$ cat src/rtl/instruction_fetch.sv
// -----------------------------------------------------------------------------
// instruction_fetch
//
// Fetch stage directly upstream of the control path. Holds the PC, issues
// word fetches to instruction memory and absorbs memory wait-states. Presents
// one latched 32-bit instruction (with a fault flag) to the decoder and
// advances only when the decoder consumes it. A redirect port loads a new PC
// and may abort a fetch that is already in flight.
//
// Parameters
//   PC_WIDTH        width of the PC and instruction address
//   RESET_PC        PC loaded on reset (low two bits are ignored)
//
// Ports
//   clk             system clock, all state on rising edge
//   resetn          asynchronous, active-low reset
//   instr_req       fetch request to instruction memory (decoded from state)
//   instr_addr      fetch address, always equal to pc (word aligned)
//   instr_rdata     memory read data, valid when instr_req & ~wait_instr
//   wait_instr      memory not ready; response completes when low with req high
//   instr_segv_in   memory access fault, sampled with the response
//   instruction     latched instruction presented to the control path
//   instr_valid     instruction holds a fetched, unconsumed word
//   instr_segv      fetch at pc faulted; stage halted until redirect/reset
//   pc              address of the presented/pending instruction
//   pc_inc          decoder consumes the instruction (only acted on if valid)
//   wait_data       data-side stall; blocks consumption while high
//   redirect_valid  load redirect_pc, discard current/in-flight instruction
//   redirect_pc     new PC; low two bits forced to zero
// -----------------------------------------------------------------------------
module instruction_fetch #(
   parameter int unsigned            PC_WIDTH = 32,
   parameter logic [PC_WIDTH-1:0]    RESET_PC = '0
) (
   input  logic                clk,
   input  logic                resetn,
   output logic                instr_req,
   output logic [PC_WIDTH-1:0] instr_addr,
   input  logic [31:0]         instr_rdata,
   input  logic                wait_instr,
   input  logic                instr_segv_in,
   output logic [31:0]         instruction,
   output logic                instr_valid,
   output logic                instr_segv,
   output logic [PC_WIDTH-1:0] pc,
   input  logic                pc_inc,
   input  logic                wait_data,
   input  logic                redirect_valid,
   input  logic [PC_WIDTH-1:0] redirect_pc
);

   typedef enum logic [1:0] {
      S_FETCH = 2'd0,
      S_ISSUE = 2'd1,
      S_FAULT = 2'd2
   } state_e;

   localparam logic [PC_WIDTH-1:0] PC_STEP    = PC_WIDTH'(4);
   localparam logic [PC_WIDTH-1:0] ALIGN_MASK = ~PC_WIDTH'(3);
   localparam logic [PC_WIDTH-1:0] PC_INIT    = RESET_PC & ALIGN_MASK;

   state_e              state_q, state_d;
   logic [PC_WIDTH-1:0] pc_q, pc_d;
   logic [31:0]         instr_q, instr_d;
   logic                valid_q, valid_d;
   logic                segv_q, segv_d;
   logic                flush_q, flush_d;

   logic                response;
   logic                consume;

   // A response completes on any FETCH cycle where memory is not stalling.
   assign response = (state_q == S_FETCH) && !wait_instr;
   // ISSUE always has a valid word, so pc_inc is only qualified by the stall.
   assign consume  = (state_q == S_ISSUE) && pc_inc && !wait_data;

   // -------------------------------------------------------------------------
   // Next-state logic
   // -------------------------------------------------------------------------
   always_comb begin
      state_d = state_q;
      pc_d    = pc_q;
      instr_d = instr_q;
      valid_d = valid_q;
      segv_d  = segv_q;
      flush_d = flush_q;

      if (redirect_valid) begin
         // Redirect outranks everything on the same edge: a simultaneous
         // consume does not step the PC and a simultaneous response is lost.
         pc_d    = redirect_pc & ALIGN_MASK;
         valid_d = 1'b0;
         segv_d  = 1'b0;
         state_d = S_FETCH;
         // A stalled FETCH leaves one response owed for the old address; it
         // must be dropped. If the response lands this cycle nothing is owed,
         // and an already-flushed wait stays flushed (at most one outstanding).
         flush_d = (state_q == S_FETCH) && wait_instr;
      end else begin
         unique case (state_q)
            S_FETCH: begin
               if (response) begin
                  if (flush_q) begin
                     // Stale response for an aborted address: drop it and
                     // re-issue at the current pc.
                     flush_d = 1'b0;
                  end else if (instr_segv_in) begin
                     segv_d  = 1'b1;
                     state_d = S_FAULT;
                  end else begin
                     instr_d = instr_rdata;
                     valid_d = 1'b1;
                     state_d = S_ISSUE;
                  end
               end
            end

            S_ISSUE: begin
               if (consume) begin
                  valid_d = 1'b0;
                  pc_d    = pc_q + PC_STEP;
                  state_d = S_FETCH;
               end
            end

            S_FAULT: begin
               // Halted at the faulting address until redirect or reset.
               state_d = S_FAULT;
            end

            default: begin
               state_d = S_FETCH;
               valid_d = 1'b0;
            end
         endcase
      end
   end

   // -------------------------------------------------------------------------
   // State registers
   // -------------------------------------------------------------------------
   always_ff @(posedge clk or negedge resetn) begin
      if (!resetn) begin
         state_q <= S_FETCH;
         pc_q    <= PC_INIT;
         instr_q <= '0;
         valid_q <= 1'b0;
         segv_q  <= 1'b0;
         flush_q <= 1'b0;
      end else begin
         state_q <= state_d;
         pc_q    <= pc_d;
         instr_q <= instr_d;
         valid_q <= valid_d;
         segv_q  <= segv_d;
         flush_q <= flush_d;
      end
   end

   // -------------------------------------------------------------------------
   // Outputs
   // -------------------------------------------------------------------------
   // Gated by resetn so no request is seen by memory while reset is asserted.
   assign instr_req   = resetn && (state_q == S_FETCH);
   assign instr_addr  = pc_q & ALIGN_MASK;
   assign instruction = instr_q;
   assign instr_valid = valid_q;
   assign instr_segv  = segv_q;
   assign pc          = pc_q;

endmodule

$ cat config.mk
export PLATFORM = sky130hd
export DESIGN_NAME = instruction_fetch
export DESIGN_NICKNAME = d
export VERILOG_FILES = /design/src/rtl/instruction_fetch.sv
export SDC_FILE = /design/constraint.sdc
export NUM_CORES = 1
export LEC_CHECK = 0
export BUFFER_PORTS_ARGS = -buffer_cell sky130_fd_sc_hd__clkbuf_2
export CORE_AREA = 3 3 129 119
export CTS_BUF_LIST = sky130_fd_sc_hd__clkbuf_4
export CTS_CLUSTER_SIZE = 12
export DETAILED_ROUTE_END_ITERATION = 7
export DIE_AREA = 0 0 132 122
export GPL_TIMING_DRIVEN = 0
export HOLD_SLACK_MARGIN = 0.1
export PLACE_DENSITY_LB_ADDON = 0.12
export SYNTH_ARGS = -nofsm -noshare
export SYNTH_HDL_FRONTEND = slang
export SYNTH_SLANG_ARGS = --single-unit
$ cat constraint.sdc
create_clock -name clk -period 2.1 [get_ports clk]
set_clock_uncertainty 0.1 [all_clocks]
set_input_delay 0.105 -clock clk [delete_from_list [all_inputs] [get_ports clk]]
set_output_delay 0.105 -clock clk [all_outputs]
set_load 0.01 [all_outputs]
# Word-level counts from Yosys, hierarchy flattened
# Cells that the tools add are included.
[classes]
n_addsub = 1
n_eq_ne = 8
n_mux = 23
bitwise = 3
n_reduce_logical = 19
[ops]
columns = ["op", "n"]
rows = [
  ["two-way mux 32 bit", 3],
  ["adder 32 x 3 -> 32 bit (second input constant)", 1],
  ["two-way mux 1 bit", 13],
  ["!= test 3 bit (second input constant)", 4],
  ["two-way mux 2 bit", 5],
  ["AND reduction 5 bit", 2],
  ["nonzero test 2 bit", 5],
  ["one-hot mux 2 bit (3 select lines)", 1],
  ["logical AND 1 bit", 5],
  ["!= test 2 bit (second input constant)", 2],
  ["AND reduction 2 bit", 2],
  ["AND reduction 4 bit", 1],
  ["NOT 1 bit", 3],
  ["one-hot mux 1 bit (3 select lines)", 1],
  ["AND reduction 3 bit", 1],
  ["equality test 2 x 1 -> 1 bit (second input constant)", 1],
  ["equality test 2 bit (second input constant)", 1],
  ["logical NOT 1 bit", 2],
  ["logical NOT 2 bit", 1],
]
[word_totals]
register_bits = 69
in_bits = 71
output_inout_bits = 99
wordCells = 60

# Depth between registers and ports, before layout
[logic_depth]
depth_word = 6
ltp_mapped = 7
mapped_depth_nobuf = 5

# Least setup slack after synthesis
# No wires, ideal clock.
[synth_path]
path_kind = "register to register"
start = "register pc_q[2] (netlist: pc[2])"
end = "register pc_q[18] (netlist: pc[18])"
setup_ps = 82
arrival_time_ps = 2051
required_time_ps = 1918
setup_slack_ps = -133
stages_incl_launch_ff = 7
path_buffers = 1
synth_period_minus_slack_ps = 2233
cell_sequence = "dfrtp_1 ha_1 nand4_1 or4_4 buf_6 or4_1 a31oi_1"
[synth_via]
elab_chain_cells = 4
[synth_rtl]
columns = ["item", "line_no", "text"]
rows = [
  ["from (decl)", "63", "logic [PC_WIDTH-1:0] pc_q, pc_d;"],
  ["from (signal assigned)", "152", "pc_q <= pc_d;"],
  ["adder 32 x 3 -> 32 bit", "121", "pc_d = pc_q + PC_STEP;"],
  ["two-way mux 32 bit", "119", "if (consume) begin"],
  ["two-way mux 32 bit", "100", "unique case (state_q)"],
  ["two-way mux 32 bit", "88", "if (redirect_valid) begin"],
]
# No other way between the ends. The select of a mux whose other input is x is not followed.
# A chain may end at the register's enable or synchronous reset.

# Worst setup path in the final report
[layout_path]
start = "register state_q[1]"
end = "register pc_q[30] (netlist: pc[30])"
[layout_via]
elab_chain_cells = 5
elab_cells_between_ends = 6
cone_classes = "eq/ne: 1; reduce/logical: 5"
[layout_rtl]
columns = ["item", "line_no", "text"]
rows = [
  ["from (decl)", "62", "state_e state_q, state_d;"],
  ["from (signal assigned)", "151", "state_q <= state_d;"],
  ["equality test 2 x 1 -> 1 bit *", "75, 100", ""],
  ["logical AND 1 bit (2 in a row)", "75", "assign consume = (state_q == S_ISSUE) && pc_inc && !wait_data;"],
  ["nonzero test 2 bit (no line)", "-", ""],
  ["AND reduction 2 bit (no line) *", "-", ""],
]
# Mark *: on every way between the ends. The rest lies on a longest branch, timed or not.

==> run_results.csv <==
group,metric,value,unit
clocking,insertion_delay,0.45,ns
sta,final_max_slew_viol_count,0,
global_routing,grt_pass1_vias,3529,
drt,detail_route.iter0.violations,147,
worst_setup_path,worst-setup-path-type,"reg2reg",
power,irDropWorstVdd,0.000389,V
die,core_area,14000,um^2
die,fp.dieW,132,um
clocking,clockBufferDepth,2,
finish,layout.cells.most_common,"clkbuf_2",
global_routing,track_usage,14.7,%
sta,period_needed,2.14,ns
run_status,status,"complete, but fails checks",
worst_setup_path,critical_path.startpoint_type,"register",
sta,hold_violations,0,
drt,via_per_inst,4.52,
sta,setup_violations,6,
die,num_rows,41,
worst_setup_path,cp.required,2.38,ns
die,ios,170,
power,power.density,720,nW/um^2
synthesis,ys_ff_latch,67,
worst_setup_path,critPathArrivalTime,2.42,ns
die,initial_core_util,24.9,%
synthesis,yosys_warnings,0,
drt,totalWireLength,11800,um
worst_setup_path,crit_top_cell,"or4_4",
global_routing,grt_pass1_wl,18600,um
global_routing,grt_max_degree,42,
clocking,cts_tree,"yes",
clocking,cts_root_buffer,"clkbuf_4",
worst_setup_path,critPathSlowestCell,"or4_4",
sta,max_freq,468,MHz
global_routing,antenna_found_initial,0,
clocking,htreeDepth,3,
drt,ant_nets,0,
sta,fin_setup_tns,-0.147,ns
drt,vias,3554,
die,die_h,122,um
sta,worst_pin_slew,0.554,ns
drt,wl_met2,5630,um
drt,met3_length,790,um
placement,io_buffers,162,
clocking,path_clk_slew,0.14,ns
synthesis,synthCells,331,
finish,syn_to_final_growth,63.5,%
synthesis,synthArstFlopShare,100,%
placement,routabilityCongestion,0.770,
drt,avgRoutedWirePerCell,15.0,um
sta,finalWorstSetupSlack,-0.0350,ns
drt,drc,0,
drt,top_layer,"met4",
drt,dr.pass1.iters,4,
finish,final_net_count,659,
clocking,numCtsBuffers,9,
synthesis,synthFlopType,"dfrtp_1",
die,die_area,16100,um^2
run,cap_viol_max_count,0,
sta,hold_slack,0.137,ns
global_routing,overflow,0,
sta,maxSlewHeadroom,63.0,%
finish,final_core_util,40.7,%
worst_hold_path,hold_class,"in2async",
sta,post-route-period-util,102,%
worst_setup_path,max_stage_delay,0.57,ns
power,leakagePower,2.60,nW
run_status,violations,"negative setup slack",
synthesis,synth_cell_types,44,
synthesis,syn_area_per_cell,10.5,um^2
sta,rsz0062_at_grt,"true",
drt,m1WireLength,5230,um
finish,final_cell_mix,"clkbuf_2, dlygate4sd3_1, dfrtp_1",
placement,hpwl,8260,um
worst_setup_path,path_cells,"nand4bb_4 -> or4_4 -> buf_4 -> or4_4 -> a31oi_1",
synthesis,synth_area,3490,um^2
worst_setup_path,critPathCaptureType,"register",
synthesis,synth_seq_area_share,48.1,%
finish,drive_above_1_share,50.0,%
clocking,cts_sinks,67,
synthesis,synth-edff-count,0,
worst_setup_path,path_max_fanout,4,
## what timing repair did
item                                    4_1_cts  5_1_grt
gates cloned                                  1        0
buffers inserted                              5        3
hold buffers                                 71        0
endpoints found under the setup margin       48       49
endpoints found under the hold margin       134        0
resized for setup                            14       33
pin swaps                                    17        5
## sequential cells by signal (all words and copies together), names as in the netlist
name         count
instr_valid      1
pc              30
instr_segv       1
state_q          2
flush_q          1
instruction     32
## cell type report
cell class / instances / area, um^2
timing repair buffer: 243 / 1640
buffer: 51 / 383
inverter: 3 / 11.3
antenna: 1 / 2.50
fill: 1436 / 8300
tap: 193 / 241
sequential: 67 / 1690
multi-input combinational: 212 / 1560
clock inverter: 7 / 101
clock buffer: 9 / 67.6
## worst paths after layout
| kind | slack, ns | depth (start not counted) | end | start |
|---|---|---|---|---|
| max in group asynchronous | 1.52 | 3 | instruction[15] | resetn |
| worst max register to register | -0.04 | 5 | pc[30] | state_q[1] |
| min in group clk | 0.29 | 4 | pc[8] | redirect_pc[8] |
| worst min-delay path | 0.14 | 3 | pc[26] | resetn |
| worst min register to register | 0.42 | 1 | instruction[1] | instruction[1] |
| worst max-delay path | -0.04 | 5 | pc[30] | state_q[1] |
## metal layers
| metal | GRT usage (%) | up-vias |
|---|---|---|
| met5 | 0 | - |
| met4 | 3.87 | 0 |
| met3 | 4.71 | 8 |
| met2 | 24.2 | 124 |
| met1 | 18.7 | 1725 |
| li1 | - | 1697 |
## power by group
group          internal (mW)  switching, mW  total [mW]
logic                  0.693          0.577        1.27
clock network          0.489          0.551        1.04
registers               1.58          0.216        1.79
total                   2.76           1.34        4.10
## critical path: cells and delay by family, from the launching register on
| family | cells | cell delay, ns |
|---|---|---|
| AOI/OAI and AO/OA | 1 | 0.17 |
| DFF | 1 | 0.44 |
| buffers and inverters | 1 | 0.17 |
| and+or+nand+nor | 3 | 1.20 |
## cells by family after synthesis
kind of cell / count (synthesis) / synth area share (%)
XOR/XNOR: 10 / 2.51
buffers and inverters: 55 / 10.5
AND/OR/NAND/NOR: 110 / 17.6
adder cells (fa/ha/maj): 1 / 0.359
flip-flops: 67 / 48.1
multiplexers: 34 / 10.9
AO/OA/AOI/OAI: 53 / 9.90
other: 1 / 0.108
## synthesized netlist by cell type, drive strengths merged, types with 3 or more instances
cell    instances  area share, %
nand4          11            2.0
and4            4            1.0
xnor2           4            1.0
or4            16            3.6
nand3          10            1.4
o21ai          13            1.9
and3            4           0.72
mux2           32             10
nand2          24            2.6
o31ai          14            3.0
dfrtp          67             48
or3             3           0.54
clkbuf          9           0.97
buf            40            8.4
xor2            6            1.5
a31oi          17            3.0
nor4            5           0.90
nor2           25            2.7
## metrics by stage
stage	setup WS [ns]	cells	cell area (um^2)	power, mW
after floorplan	0.0313	334	3500	2.39
after global placement	-0.277	689	4560	2.94
after detailed placement	-0.296	690	4590	2.96
after CTS	-0.103	783	5600	4.16
after global routing	-0.132	785	5700	4.38
final	-0.0350	786	5700	4.10
(Power assumes the default switching activity.)
